--- src/rtl/alu_seq.sv ---
// alu_seq: multi-cycle ALU with valid/ready handshakes on input and output.
// Results and flags are registered. Multiply is an iterative shift-add engine
// that produces the full double-width product. Divide is a restoring divider
// that produces the quotient and the remainder. Each iterative op runs for
// DATA_WIDTH cycles, and issue is stalled through in_ready while it runs.
//
// Optional build macro: ALU_SEQ_SRA_EN enables opcode 1001, an arithmetic shift
// right of A by B. When the macro is undefined, opcode 1001 is illegal.
//
// Ports:
//   clk, rst            clock and synchronous active-high reset
//   in_valid/in_ready   operand handshake; in_ready is high only in IDLE, out of reset
//   inputA, inputB      unsigned operands; B is also the shift amount
//   opcode              operation select
//   out_valid/out_ready result handshake; outputs are held until it completes
//   result, result_hi   primary result and high product / remainder
//   carryout, zero, negative, overflow, div_zero, illegal   registered flags
module alu_seq #(
  parameter int DATA_WIDTH = 8,
  parameter int CNT_W      = $clog2(DATA_WIDTH + 1)
) (
  input  logic                  clk,
  input  logic                  rst,
  input  logic                  in_valid,
  output logic                  in_ready,
  input  logic [DATA_WIDTH-1:0] inputA,
  input  logic [DATA_WIDTH-1:0] inputB,
  input  logic [3:0]            opcode,
  output logic                  out_valid,
  input  logic                  out_ready,
  output logic [DATA_WIDTH-1:0] result,
  output logic [DATA_WIDTH-1:0] result_hi,
  output logic                  carryout,
  output logic                  zero,
  output logic                  negative,
  output logic                  overflow,
  output logic                  div_zero,
  output logic                  illegal
);
  localparam int W = DATA_WIDTH;

  localparam logic [3:0] OP_ADD = 4'h0;
  localparam logic [3:0] OP_SUB = 4'h1;
  localparam logic [3:0] OP_MUL = 4'h2;
  localparam logic [3:0] OP_DIV = 4'h3;
  localparam logic [3:0] OP_AND = 4'h4;
  localparam logic [3:0] OP_OR  = 4'h5;
  localparam logic [3:0] OP_NOT = 4'h6;
  localparam logic [3:0] OP_SLL = 4'h7;
  localparam logic [3:0] OP_SRL = 4'h8;
`ifdef ALU_SEQ_SRA_EN
  localparam logic [3:0] OP_SRA = 4'h9;
`endif

  typedef enum logic [1:0] {S_IDLE, S_EXEC, S_DONE} state_t;

  typedef struct packed {
    logic [W-1:0] res;
    logic         co;
    logic         ov;
    logic         ill;
  } sc_t;

  // Every op that completes in one cycle, including the illegal-opcode case.
  // Mul and div never reach this path, so their entries are left at zero.
  function automatic sc_t single_op(input logic [3:0] op,
                                    input logic [W-1:0] a,
                                    input logic [W-1:0] b);
    sc_t            r;
    logic [W:0]     sum;
    logic signed [W-1:0] sa;
    r   = '0;
    sum = '0;
    sa  = a;
    case (op)
      OP_ADD: begin
        sum   = {1'b0, a} + {1'b0, b};
        r.res = sum[W-1:0];
        r.co  = sum[W];
        r.ov  = (a[W-1] == b[W-1]) && (sum[W-1] != a[W-1]);
      end
      OP_SUB: begin
        r.res = a - b;
        r.co  = (a < b);
        r.ov  = (a[W-1] != b[W-1]) && (r.res[W-1] != a[W-1]);
      end
      OP_MUL, OP_DIV: r.res = '0;
      OP_AND: r.res = a & b;
      OP_OR:  r.res = a | b;
      OP_NOT: r.res = ~a;
      // Shift amounts of DATA_WIDTH or more shift every bit out, giving 0.
      OP_SLL: r.res = a << b;
      OP_SRL: r.res = a >> b;
`ifdef ALU_SEQ_SRA_EN
      OP_SRA: r.res = sa >>> b;
`endif
      default: r.ill = 1'b1;
    endcase
    return r;
  endfunction

  state_t          state_q;
  logic [CNT_W-1:0] cnt_q;
  logic [3:0]      op_q;
  logic [W-1:0]    opa_q;
  logic [W-1:0]    opb_q;
  logic [W-1:0]    hi_q;
  logic [W-1:0]    lo_q;
  logic [W-1:0]    hi_d;
  logic [W-1:0]    lo_d;
  logic [W:0]      msum;
  logic [W:0]      dshift;
  sc_t             sc_now;

  assign sc_now   = single_op(opcode, inputA, inputB);
  assign in_ready = (state_q == S_IDLE) && !rst;

  // Iteration step. For mul, {hi,lo} holds partial product / multiplier.
  // For div, hi is the partial remainder and lo shifts the dividend out while
  // quotient bits shift in. When B is 0, every trial subtraction succeeds. That
  // leaves an all-ones quotient and a remainder equal to A, without any
  // special-case logic.
  always_comb begin
    hi_d   = hi_q;
    lo_d   = lo_q;
    msum   = '0;
    dshift = '0;
    if (op_q == OP_MUL) begin
      msum = {1'b0, hi_q} + (lo_q[0] ? {1'b0, opa_q} : '0);
      hi_d = msum[W:1];
      lo_d = {msum[0], lo_q[W-1:1]};
    end else begin
      dshift = {hi_q, lo_q[W-1]};
      if (dshift >= {1'b0, opb_q}) begin
        dshift = dshift - {1'b0, opb_q};
        lo_d   = {lo_q[W-2:0], 1'b1};
      end else begin
        lo_d   = {lo_q[W-2:0], 1'b0};
      end
      hi_d = dshift[W-1:0];
    end
  end

  always_ff @(posedge clk) begin
    if (rst) begin
      state_q   <= S_IDLE;
      cnt_q     <= '0;
      out_valid <= 1'b0;
      result    <= '0;
      result_hi <= '0;
      carryout  <= 1'b0;
      zero      <= 1'b0;
      negative  <= 1'b0;
      overflow  <= 1'b0;
      div_zero  <= 1'b0;
      illegal   <= 1'b0;
    end else begin
      case (state_q)
        // IDLE: accept operands; single-cycle ops finish on the accept edge.
        S_IDLE: begin
          if (in_valid) begin
            op_q  <= opcode;
            opa_q <= inputA;
            opb_q <= inputB;
            if (opcode == OP_MUL || opcode == OP_DIV) begin
              hi_q    <= '0;
              lo_q    <= (opcode == OP_MUL) ? inputB : inputA;
              cnt_q   <= CNT_W'(W);
              state_q <= S_EXEC;
            end else begin
              result    <= sc_now.res;
              result_hi <= '0;
              carryout  <= sc_now.co;
              overflow  <= sc_now.ov;
              zero      <= (sc_now.res == '0);
              negative  <= sc_now.res[W-1];
              div_zero  <= 1'b0;
              illegal   <= sc_now.ill;
              out_valid <= 1'b1;
              state_q   <= S_DONE;
            end
          end
        end
        // EXEC: one product or quotient bit per cycle; the last step loads outputs.
        S_EXEC: begin
          hi_q  <= hi_d;
          lo_q  <= lo_d;
          cnt_q <= cnt_q - 1'b1;
          if (cnt_q == CNT_W'(1)) begin
            result    <= lo_d;
            result_hi <= hi_d;
            carryout  <= 1'b0;
            overflow  <= 1'b0;
            zero      <= (lo_d == '0);
            negative  <= lo_d[W-1];
            div_zero  <= (op_q == OP_DIV) && (opb_q == '0);
            illegal   <= 1'b0;
            out_valid <= 1'b1;
            state_q   <= S_DONE;
          end
        end
        // DONE: hold outputs until the consumer takes them.
        S_DONE: begin
          if (out_ready) begin
            out_valid <= 1'b0;
            state_q   <= S_IDLE;
          end
        end
        default: state_q <= S_IDLE;
      endcase
    end
  end
endmodule

--- config.mk ---
export PLATFORM = sky130hd
export DESIGN_NAME = alu_seq
export DESIGN_NICKNAME = d
export VERILOG_FILES = /design/src/rtl/alu_seq.sv
export SDC_FILE = /design/constraint.sdc
export NUM_CORES = 1
export LEC_CHECK = 0
export BUFFER_PORTS_ARGS = -buffer_cell sky130_fd_sc_hd__buf_2
export CAP_MARGIN = 20
export CORE_MARGIN = 5
export CORE_UTILIZATION = 60
export DETAILED_ROUTE_END_ITERATION = 6
export PLACE_DENSITY = 0.86
export SETUP_SLACK_MARGIN = 0.3
export SYNTH_ARGS = -nofsm -noshare
export SYNTH_HDL_FRONTEND = slang
export SYNTH_SLANG_ARGS = --single-unit
--- constraint.sdc ---
create_clock -name clk -period 8.1 [get_ports clk]
set_clock_uncertainty 0.1 [all_clocks]
set_input_delay 0.405 -clock clk [delete_from_list [all_inputs] [get_ports clk]]
set_output_delay 0.405 -clock clk [all_outputs]
set_load 0.005 [all_outputs]
## Yosys cells after proc, flatten, opt, wreduce, memory -nomap -nowiden

Cells that the tools add are included.

- Add/sub/neg operators: 5
- Bitwise logic cells: 4
- Shifts and indexed selects: 2
- Reduce and logical (&&, ||, !) cells: 20
- Equality and inequality tests: 22
- $lt $le $gt $ge: 2
- Multiplexer cells: 58

Operators by type and width:

| kind | number |
|---|---|
| 8-bit two-way mux | 15 |
| 8-bit case mux with 2 select lines | 4 |
| 8-bit case mux with 7 select lines | 1 |
| 8-bit zero test | 3 |
| 1-bit two-way mux | 22 |
| 8-bit by 8-bit adder with 9-bit output | 2 |
| 4-bit by 2-bit == test with 1-bit output, second input constant | 4 |
| 4-bit by 3-bit == test with 1-bit output, second input constant | 4 |
| 8-bit subtractor | 2 |
| 1-bit case mux with 2 select lines | 6 |
| 9-bit by 8-bit greater-or-equal comparator with 1-bit output | 1 |
| 3-bit AND reduction | 3 |
| 9-bit OR reduction | 1 |
| 8-bit AND | 1 |
| 4-bit by 1-bit == test with 1-bit output, second input constant | 2 |
| 8-bit < comparator | 1 |
| 2-bit two-way mux | 4 |
| 4-bit two-way mux | 2 |
| 2-bit inequality test, second input constant | 4 |
| 8-bit inverter | 1 |
| 8-bit bitwise OR | 1 |
| 4-bit case mux with 2 select lines | 1 |
| 4-bit AND reduction | 2 |
| 8-bit by 8-bit left shift with 8-bit output | 1 |
| other kinds (20) | 25 |

- Bits in registers: 65
- Input bits: 24
- Output and inout bits: 24

## Longest topological paths before layout

Gate-level depths: netlist of the first run.

- Depth in word-level cells: 7
- Gate-level depth with buffers: 11
- Depth with buffers taken out: 11

## Worst setup path before layout of the first run

Ideal clock, no wire load.

- Path kind: register to register
- Start: reg hi_q[0]
- End: reg hi_q[1], data pin
- Arrival time: 2.382 ns
- Stages on the path, launching flop included: 9
- Setup slack: 5.363 ns
- Required time: 7.745 ns
- Path buffers: 0
- Path through: edfxtp_1 > ha_1 > nor2b_4 > o31a_1 > o31a_1 > o41ai_4 > mux2i_1 > a21oi_1 > and2_1

- Word-level cells in the longest chain between the ends: 4

RTL lines:

| what | RTL line | text |
|---|---|---|
| start: declaration | 107 | `logic [W-1:0] hi_q;` |
| start signal: assignment | 186 | `hi_q <= hi_d;` |
| 8-bit subtractor / 9-bit by 8-bit greater-or-equal comparator with 1-bit output (equally long branches) | 135, 134 |  |
| 8-bit two-way mux | 134 | `if (dshift >= {1'b0, opb_q}) begin` |
| 8-bit two-way mux (*) | 128 | `if (op_q == OP_MUL) begin` |
| 8-bit case mux with 2 select lines (*) | 158 | `case (state_q)` |

Mark *: on every way between the ends. The rest lies on a longest branch, timed or not.
A chain may end at the register's enable or synchronous reset.

## Worst setup path in the final report of the first run

- Start: reg hi_q[1]
- End: reg hi_q[3], data pin

The elaborated chain is that of the path after synthesis.

==> results of run 1 <==
## per-stage QoR
| stage | total power [mW] | hold slack, ps |
|---|---|---|
| after floorplan | 0.498 | 348 |
| after global placement | 0.545 | 341 |
| after detailed placement | 0.551 | 344 |
| after CTS | 0.812 | 233 |
| after global routing | 0.847 | 249 |
| final | 0.816 | 245 |
## sequential cells by signal, indices dropped and copies added (netlist names)
| name | cells |
|---|---|
| carryout | 1 |
| state_q | 2 |
| lo_q | 8 |
| zero | 1 |
| cnt_q | 4 |
| result_hi | 8 |
| result | 7 |
| opb_q | 8 |
| hi_q | 8 |
| opa_q | 8 |
| illegal | 1 |
| out_valid | 1 |
| op_q | 4 |
| negative | 1 |
| div_zero | 1 |
| overflow | 1 |
## per-layer routing
layer | up-vias | routed length, µm | track usage
li1 | 2289 | - | -
met1 | 2311 | 5690 | 0.326
met2 | 217 | 7120 | 0.454
met3 | 37 | 916 | 0.0348
met4 | 0 | 386 | 0.0806
met5 | - | 0 | 0
## final cells by class
cell class	instances	area, µm²
tap	108	135
sequential	64	1640
timing repair buffer	49	250
clock buffer	10	128
inverter	44	165
clock inverter	6	60.1
fill	725	2960
multi-input combinational	457	3300
## path summary, 6_finish.rpt
path         startpoint         to  slack, ps  cells after the start
max             hi_q[1]    hi_q[3]       4920                      8
min           inputB[5]   opb_q[5]        240                      1
max reg2reg     hi_q[1]    hi_q[3]       4920                      8
min reg2reg   result[0]  result[0]        350                      2
## logic make-up (layout without fill, tap and decap cells)
logic type               after synthesis  in the layout  synth area share
AND/OR/NAND/NOR                      196            196             0.192
adder cells (fa/ha/maj)               46             46             0.115
flip-flops                            64             64             0.312
buffers and inverters                 81            109            0.0614
multiplexers                          31             31            0.0764
XOR/XNOR                              10             10            0.0167
AO/OA/AOI/OAI                        174            174             0.226
## synthesized netlist by cell type, types with 14 or more instances
cell	instances	share of area
nor2_1	46	0.033
clkbuf_1	20	0.014
dfxtp_1	28	0.11
nand2_1	43	0.031
o21ai_0	25	0.024
nor3_1	25	0.024
ha_1	42	0.10
o211ai_1	14	0.020
mux2i_1	21	0.040
inv_1	43	0.031
edfxtp_1	36	0.21
a21oi_1	49	0.047
## report_power, final
group,switching (mW),total [mW],internal [mW]
clock network,0.126,0.266,0.140
logic,0.116,0.185,0.0694
registers,0.00786,0.364,0.356
total,0.249,0.816,0.566
==> parameters.txt, run 1 <==
Parameter                              Value

Clocking
  CTS clk-pin slew, worst paths ... 80 ps
  Post_cts resized ... 0
  Depth of the CTS H-tree ... 3
  Root buf cell ... clkbuf_8
  Count of clock tree sinks ... 64
  CTS Hold Buffers Added ... 0
  Setup Buffers After CTS ... 0
  Number of CTS-inserted buffers ... 9
  Max clock buf depth ... 2
  Clock tree from TritonCTS ... yes
  Clock latency on the worst-skew pair ... 340 ps

Critical path
  Top delay family on crit path ... compound AO/OA/AOI/OAI gates
  Critical path's largest stage delay ... 660 ps
  Slowest stage cell, crit path ... o41ai_4
  Required time of the worst setup path ... 8100 ps
  Cell chain of the critical path ... ha_1 > o21a_1 > o31a_1 > o31a_1 > o41ai_4 > mux2i_1 > a21oi_1 > and2_1
  Critical Path End Type ... flip-flop
  Most repeated library cell on the critical path ... o31a_1
  Data arrival at the endpoint of the critical path ... 3180 ps
  Critical Path Start Type ... flip-flop
  Highest fanout seen on the critical path ... 10
  Critical path buffer and inverter count ... 0
  CP Class ... flip-flop to flip-flop

Detailed routing
  Count of routing violations after the opening detailed-route iteration ... 472
  First-pass iteration count of the detailed router ... 7
  Detailed-route DRC error count ... 1
  Remaining antenna violation count after routing ... 0
  Vias ... 4,854
  Detailed-route wire length ... 14,100 µm
  Via density ... 6.58
  Mean routed wirelength per cell ... 19.1 µm

Layout
  Commonest non-fill, non-tap cells in the layout ... a21oi_1, buf_2, nor2_1
  Fin area ... 5680 µm²
  Growth of design area from synthesis to finish ... 7.90%
  Diodes inserted ... 0
  Utilization after layout ... 0.657
  Leading cell type in the layout, fill and taps excluded ... a21oi_1
  Post-layout net count ... 695
  Share of post-route cells with drive strength above 1 ... 0.133
  Non-filler cells, final ... 738

STA
  Total Negative Setup Slacks ... 0 ps
  Final worst setup slack ... 4920 ps
  RSZ-0062 raised after global routing ... no
  Portion of the clock cycle consumed by the worst path in the final layout ... 0.393
  Max Transition Viols Final ... 0
  Slew at the pin closest to its max-slew limit ... 1010 ps
  Max transition margin ... 0.321
  Clock period minus final worst setup slack ... 3180 ps
  Number of hold-slack violations in the final timing report ... 0
  Final Setup Violations ... 0
  Timing-limited maximum frequency ... 314 MHz

Global routing
  Number of antenna violations at the first check in global routing ... 0
  Overall fraction of global-route tracks in use ... 0.258
  Maximum number of pins on one net before global-route repair ... 37
  Global-route wire length before repair ... 23,200 µm
  Grt total ovfl ... 0
  Vias in the first global route ... 4,598

Power
  Leakage power total ... 2.35 nW
  Power density over the cells ... 144 nW/µm²
  Maximum VDD drop ... 0.0934 mV

Place
  Number of buffer cells added on primary ports ... 47
  Final estimated routing congestion in global placement ... 0.971
  Post-DP Area ... 5490 µm²
  Post-placement setup slack ... 4930 ps
  Half-perimeter wire length of the detailed placement result ... 10,600 µm
  Cell Count Post-Placement ... 722

Logic synthesis
  Post-synthesis instance area ... 5260 µm²
  Async set or reset register ratio after synthesis ... 0
  Most used flip-flop cell after synthesis ... edfxtp_1
  Post-Synthesis Net Count ... 672
  Mean cell area of the mapped netlist ... 8.74 µm²
  Sequential area share after synthesis ... 0.312
  Synth Register Bits ... 64
  Synth unique cells ... 76
  Warnings from Yosys ... 0
  Number of flops mapped to enable cells by yosys ... 36
  Count of mapped cells out of synthesis ... 602

Floorplan
  Number of top-level design ports ... 48
  Area inside the core boundary ... 8640 µm²
  Width of the chip ... 104 µm
  Count of standard-cell rows ... 34
  Die height ... 104 µm
  Starting density of the core ... 0.609
  Floorplan die area ... 10,700 µm²

Hold path
  Path class of the lowest-slack min-delay path ... primary input to flip-flop

Outcome
  Status ... finished, violations left
  Violated checks ... DRC

Flow run
  Reported max-cap violation count ... 0
Power figures use the tool's default switching activity.
==> run 2: changes to the inputs <==
- ABC_AREA: not set -> 1
- clock period: 8.1 -> 2.95 ns (I/O delays scaled with it)
==> run 2 against run 1 <==
  * The flow now finishes without violations
  * Global-route usage up 4.4 points
  * First-iteration DRC count down 4.2%
  * Non-clock buffer count up 13
  * Combinational power rose to 3.4 times the previous value
  * Sequential power rose to 2.9 times the previous value
  * Core utilization up 2.2 points
  * Sequential cell count unchanged
==> parameters.txt, run 2 <==
Parameter                              Value

Outcome
  Status ... finished, final reports clean

Global routing
  Maximum number of pins on one net before global-route repair ... 31
  Global-route wire length before repair ... 24,900 µm
  Vias in the first global route ... 5,328
  Number of antenna violations at the first check in global routing ... 0
  Overall fraction of global-route tracks in use ... 0.302
  Grt total ovfl ... 0

Clocking
  Root buf cell ... clkbuf_8
  Number of CTS-inserted buffers ... 9
  Clock latency on the worst-skew pair ... 340 ps
  Count of clock tree sinks ... 64
  Max clock buf depth ... 2
  Depth of the CTS H-tree ... 3
  CTS clk-pin slew, worst paths ... 80 ps
  Clock tree from TritonCTS ... yes

Place
  Half-perimeter wire length of the detailed placement result ... 12,100 µm
  Number of buffer cells added on primary ports ... 47
  Post-DP Area ... 5550 µm²
  Final estimated routing congestion in global placement ... 1.03

Floorplan
  Count of standard-cell rows ... 34
  Floorplan die area ... 10,700 µm²
  Number of top-level design ports ... 48
  Area inside the core boundary ... 8590 µm²
  Starting density of the core ... 0.609
  Die height ... 103 µm
  Width of the chip ... 103 µm

Power
  Maximum VDD drop ... 0.221 mV
  Leakage power total ... 2.89 nW
  Reported net switching power ... 0.804 mW
  Share of power burned in combinational logic ... 0.259
  Power density over the cells ... 412 nW/µm²
  Switching Fraction ... 0.334
  Cell internal pwr ... 1.60 mW
  Share of power burned in the clock network ... 0.307
  Fraction of power consumed by sequential logic ... 0.434
  Final total power ... 2.41 mW

Layout
  Commonest non-fill, non-tap cells in the layout ... nand2_1, inv_1, nand3_1
  Post-layout net count ... 874
  Growth of design area from synthesis to finish ... 11.5%
  Leading cell type in the layout, fill and taps excluded ... nand2_1
  Fin area ... 5840 µm²
  Diodes inserted ... 0
  Share of post-route cells with drive strength above 1 ... 0.132
  Utilization after layout ... 0.680

Critical path
  Required time of the worst setup path ... 2950 ps
  Critical Path End Type ... flip-flop
  Slowest stage cell, crit path ... edfxtp_1
  Top delay family on crit path ... simple AND/OR/NAND/NOR gates
  Critical path's largest stage delay ... 490 ps
  Critical path buffer and inverter count ... 3
  Startpoint of the most critical setup path ... lo_q[0]
  Critical Path Start Type ... flip-flop
  Register-to-register path setup slack ... 320 ps
  Reg2reg path depth ... 15
  End point of the critical path ... hi_q[7]
  Data arrival at the endpoint of the critical path ... 2630 ps
  Cell chain of the critical path ... nand2_1 > inv_1 > ha_2 > fa_2 > nand3_1 > nand3_2 > a21oi_1 > o21bai_1 > and2_1 > o21ai_1 > nand2_1 > nand2_1 > inv_1 > nand2_1 > inv_1
  CP Class ... flip-flop to flip-flop
  Worst R2R End ... hi_q[7]
  Levels on crit path ... 15
  Most repeated library cell on the critical path ... nand2_1
  Highest fanout seen on the critical path ... 8
  Worst flop-to-flop path startpoint ... lo_q[0]

Detailed routing
  Vias ... 5,518
  Mean routed wirelength per cell ... 17.5 µm
  First-pass iteration count of the detailed router ... 7
  Via density ... 6.02
  Detailed-route wire length ... 16,000 µm
  Remaining antenna violation count after routing ... 0
  Count of routing violations after the opening detailed-route iteration ... 452
  Detailed-route DRC error count ... 0

Logic synthesis
  Post-synthesis instance area ... 5240 µm²
  Synth cell count leaders ... nand2_1, inv_1, nand3_1
  Top cell type by total area after synthesis ... edfxtp_1
  Biggest area contributors in the synthesized netlist ... edfxtp_1, nand2_1, dfxtp_1, ha_1, inv_1
  Cell with the most instances after synthesis ... nand2_1
  Warnings from Yosys ... 0
  Synth Register Bits ... 64
  Post-Synthesis Net Count ... 822
  Most used flip-flop cell after synthesis ... edfxtp_1
  Mean cell area of the mapped netlist ... 6.96 µm²
  Sequential area share after synthesis ... 0.314
  Number of flops mapped to enable cells by yosys ... 36
  Area share of the leading cell type in the synthesized netlist ... 0.206
  Synth unique cells ... 45
  Count of mapped cells out of synthesis ... 752
  Async set or reset register ratio after synthesis ... 0

STA
  Portion of the clock cycle consumed by the worst path in the final layout ... 0.893
  RSZ-0062 raised after global routing ... yes
  Max transition margin ... 0.515
  Total Negative Setup Slacks ... 0 ps
  Max Transition Viols Final ... 0
  Number of hold-slack violations in the final timing report ... 0
  Timing-limited maximum frequency ... 380 MHz
  Final Setup Violations ... 0
  Slew at the pin closest to its max-slew limit ... 726 ps
  Clock period minus final worst setup slack ... 2630 ps

Flow run
  Reported max-cap violation count ... 0

Hold path
  Path class of the lowest-slack min-delay path ... primary input to flip-flop
==> run 2: cell count changes after synthesis, sizes merged, moves of 8 or more <==
cell / change
nor3: -16
nand3: +64
o21ai: +28
inv: +67
a21oi: +12
clkbuf: -11
a211oi: -8
nor2: +31
and2: -12
and3: -9
mux2i: -21
nand2: +120
==> run 2: worst reg2reg max path, delay by kind of cell, from the launching register on <==
family	cells	cell delay, ps
DFF	1	490
AOI/OAI and AO/OA	3	380
adders and majority gates	2	590
and+or+nand+nor	7	690
buffers and inverters	3	150
==> run 2: cell families after synthesis <==
family / after synthesis / share of synthesized area
AOI/OAI and AO/OA: 144 / 0.151
xor gates and xnor gates: 12 / 0.0201
adders and majority gates: 46 / 0.116
buffers and inverters: 132 / 0.101
DFF: 64 / 0.314
and+or+nand+nor: 354 / 0.300
==> run 2: metrics by stage <==
stage | worst slack (ps) | instances | hold WS (ps)
after floorplan | 544 | 752 | 146
after global placement | 468 | 892 | 281
after detailed placement | 351 | 892 | 287
after CTS | 331 | 914 | 11.0
after global routing | 251 | 917 | 17.7
final | 317 | 917 | 24.2
==> run 2: worst min path at each step <==
| stage | start | to | slack [ps] | depth (start not counted) |
|---|---|---|---|---|
| global route | inputB[5] | opb_q[5] | 20 | 1 |
| detailed placement | opcode[2] | op_q[2] | 290 | 1 |
| floorplan | opcode[0] | op_q[0] | 150 | 0 |
| global placement | opcode[2] | op_q[2] | 280 | 1 |
| finish | inputA[6] | opa_q[6] | 20 | 1 |
| CTS | inputA[6] | opa_q[6] | 10 | 1 |
==> run 2: timing repair <==
action | in CTS | in global routing
setup endpoints to repair | 0 | 8
gates resized for setup | 0 | 7
hold buffers | 6 | 0
setup buffers | 0 | 3
endpoints found under the hold margin | 6 | 0
==> run 2: final cells by class <==
class	count	area, µm²
Multi-Input combinational cell	556	3080
Fill cell	759	2750
Sequential cell	64	1640
Inverter	111	422
Timing Repair Buffer	62	363
Clock buffer	11	163
Tap cell	108	135
Clock inverter	5	32.5
==> run 2: metal layers <==
| layer | global-route usage | up-vias | part of all wire |
|---|---|---|---|
| met5 | 0 | - | 0 |
| met4 | 0.194 | 0 | 0.060 |
| met3 | 0.0409 | 82 | 0.075 |
| met2 | 0.513 | 283 | 0.48 |
| met1 | 0.356 | 2548 | 0.38 |
| li1 | - | 2605 | - |
==> run 2: power groups by stage <==
stage / Clock, mW / Sequential, mW / Combinational, mW
3_5_place_dp: 0 / 1.06 / 0.597
5_1_grt: 0.784 / 1.05 / 0.688
4_1_cts: 0.741 / 1.05 / 0.608
2_1_floorplan: 0 / 1.06 / 0.398
3_3_place_gp: 0 / 1.06 / 0.581
6_report: 0.739 / 1.05 / 0.623
==> run 3: changes to the inputs <==
- BUFFER_PORTS_ARGS: -buffer_cell sky130_fd_sc_hd__buf_2 -> -buffer_cell sky130_fd_sc_hd__clkbuf_2
- REMOVE_ABC_BUFFERS: not set -> 1
- SETUP_SLACK_MARGIN: 0.3 -> 0.1
==> run 3 against run 2 <==
  * First-iteration DRC count grew 4.6%
  * Setup slack lost 9.9 ps
  * Cell count shrank 0.33%
  * Cell area shrank 0.86%
  * Clock power shrank 6.6%
  * Hold slack lost 5.8 ps
  * Sequential cell count is the same
  * Sequential power is essentially flat
  * Maximum frequency shrank 0.37%
  * Routed wire length shrank 8.5%
  * Die area is the same
  * Largest cell class unchanged
  * Largest power group unchanged
  * Highest routed layer unchanged
==> parameters.txt, run 3 (synthesized netlist as in run 2, its figures left out) <==
Parameter                              Value

Outcome
  Status ... finished, final reports clean

Clocking
  CTS clk-pin slew, worst paths ... 70 ps
  Max clock buf depth ... 2
  Depth of the CTS H-tree ... 3
  Count of clock tree sinks ... 64
  Number of CTS-inserted buffers ... 9
  Post_cts resized ... 0
  Root buf cell ... clkbuf_8
  Clock tree from TritonCTS ... yes
  Clock latency on the worst-skew pair ... 340 ps

STA
  Portion of the clock cycle consumed by the worst path in the final layout ... 0.896
  Hold_ws ... 18.4 ps
  Max Transition Viols Final ... 0
  Final Setup Violations ... 0
  Clock period minus final worst setup slack ... 2640 ps
  Slew at the pin closest to its max-slew limit ... 692 ps
  Number of hold-slack violations in the final timing report ... 0
  Total Negative Setup Slacks ... 0 ps
  Final worst setup slack ... 307 ps
  Timing-limited maximum frequency ... 378 MHz
  Max transition margin ... 0.538
  RSZ-0062 raised after global routing ... no

Global routing
  Met2 track utilization from global routing ... 0.479
  Vias in the first global route ... 4,909
  Number of antenna violations at the first check in global routing ... 0
  Maximum number of pins on one net before global-route repair ... 31
  Layer with the highest usage ... met2
  Met1 Resource Use GR ... 0.358
  Global-route wire length before repair ... 23,400 µm
  Overall fraction of global-route tracks in use ... 0.281
  Global-route track usage on met3 ... 0.0416
  Grt total ovfl ... 0

Layout
  # fillers ... 740
  Share of post-route cells with drive strength above 1 ... 0.127
  Leading cell type in the layout, fill and taps excluded ... nand2_1
  Fin area ... 5790 µm²
  Post-layout net count ... 871
  Diodes inserted ... 0
  Commonest non-fill, non-tap cells in the layout ... nand2_1, inv_1, nand3_1
  Growth of design area from synthesis to finish ... 10.6%

Detailed routing
  Remaining antenna violation count after routing ... 0
  Vias ... 5,317
  Detailed-route DRC error count ... 0
  Via density ... 5.82
  Mean routed wirelength per cell ... 16.0 µm
  First-pass iteration count of the detailed router ... 5
  Detailed-route wire length ... 14,700 µm
  Count of routing violations after the opening detailed-route iteration ... 473

Power
  Power density over the cells ... 405 nW/µm²
  Maximum VDD drop ... 0.180 mV
  Share of power burned in the clock network ... 0.294
  Switching Fraction ... 0.338
  Reported net switching power ... 0.791 mW
  Fraction of power consumed by sequential logic ... 0.447
  Share of power burned in combinational logic ... 0.259
  Final total power ... 2.34 mW
  Cell internal pwr ... 1.55 mW
  Leakage power total ... 2.85 nW

Critical path
  Critical Path End Type ... flip-flop
  Data arrival at the endpoint of the critical path ... 2650 ps
  Required time of the worst setup path ... 2950 ps
  CP Class ... flip-flop to flip-flop
  Highest fanout seen on the critical path ... 9
  Register-to-register path setup slack ... 310 ps
  Critical Path Start Type ... flip-flop

Place
  Post-placement setup slack ... 349 ps
  Final estimated routing congestion in global placement ... 0.986
  Number of buffer cells added on primary ports ... 47
  Half-perimeter wire length of the detailed placement result ... 11,200 µm
  Post-DP Area ... 5560 µm²

Floorplan
  Starting density of the core ... 0.609
  Width of the chip ... 103 µm
  Area inside the core boundary ... 8590 µm²
  Die height ... 103 µm
  Floorplan die area ... 10,700 µm²
  Number of top-level design ports ... 48
  Count of standard-cell rows ... 34

Flow run
  Reported max-cap violation count ... 0

Hold path
  Path class of the lowest-slack min-delay path ... primary input to flip-flop
-- run 3: cell type report --
cell class / instances / area [µm²] / share of cell area
clock inverter: 6 / 42.5 / 0.00735
inverter: 111 / 422 / 0.0728
multi-input combinational: 556 / 3070 / 0.531
sequential: 64 / 1640 / 0.284
tap: 108 / 135 / 0.0233
timing repair buffer: 59 / 338 / 0.0584
clock buffer: 10 / 138 / 0.0238
-- run 3: through the flow --
stage | std cells | util
6_report | 914 | 0.674
5_1_grt | 914 | 0.674
4_1_cts | 913 | 0.673
3_5_place_dp | 893 | 0.647
3_3_place_gp | 893 | 0.647
2_1_floorplan | 731 | -
-- run 3: path summary, 6_finish.rpt --
check,depth (start not counted),start,end
setup / recovery,15,lo_q[0],hi_q[7]
hold / removal,1,inputA[0],opa_q[0]
setup reg to reg,15,lo_q[0],hi_q[7]
hold reg to reg,2,overflow,overflow
-- run 3: metal layers --
metal,routed length [µm],vias up
met3,1240,61
met5,0,-
met2,7130,284
li1,-,2597
met1,5680,2375
met4,607,0
-- run 3: worst max-delay path: stages, from the launching register on --
cell and delay, ps:
edfxtp_1 500, nand2_1 100, inv_1 40, ha_1 200, fa_1 420, nand3_1 90
nand3_1 110, a21oi_1 160, o21bai_1 80, and2_1 150, o21ai_0 170, nand2_1 70
nand2_1 60, inv_1 40, nand2_1 70, inv_1 40
-- run 3: what timing repair did --
| action | CTS | global route |
|---|---|---|
| buffers inserted | 0 | 0 |
| endpoints found under the hold margin | 4 | 1 |
| hold buffers | 4 | 1 |
-- run 3: power by group through the flow --
| stage | logic, mW | clock network (mW) | registers (mW) |
|---|---|---|---|
| after floorplan | 0.372 | 0 | 1.06 |
| after global placement | 0.574 | 0 | 1.06 |
| after detailed placement | 0.588 | 0 | 1.07 |
| after CTS | 0.596 | 0.692 | 1.05 |
| after global routing | 0.680 | 0.736 | 1.05 |
| final | 0.606 | 0.690 | 1.05 |
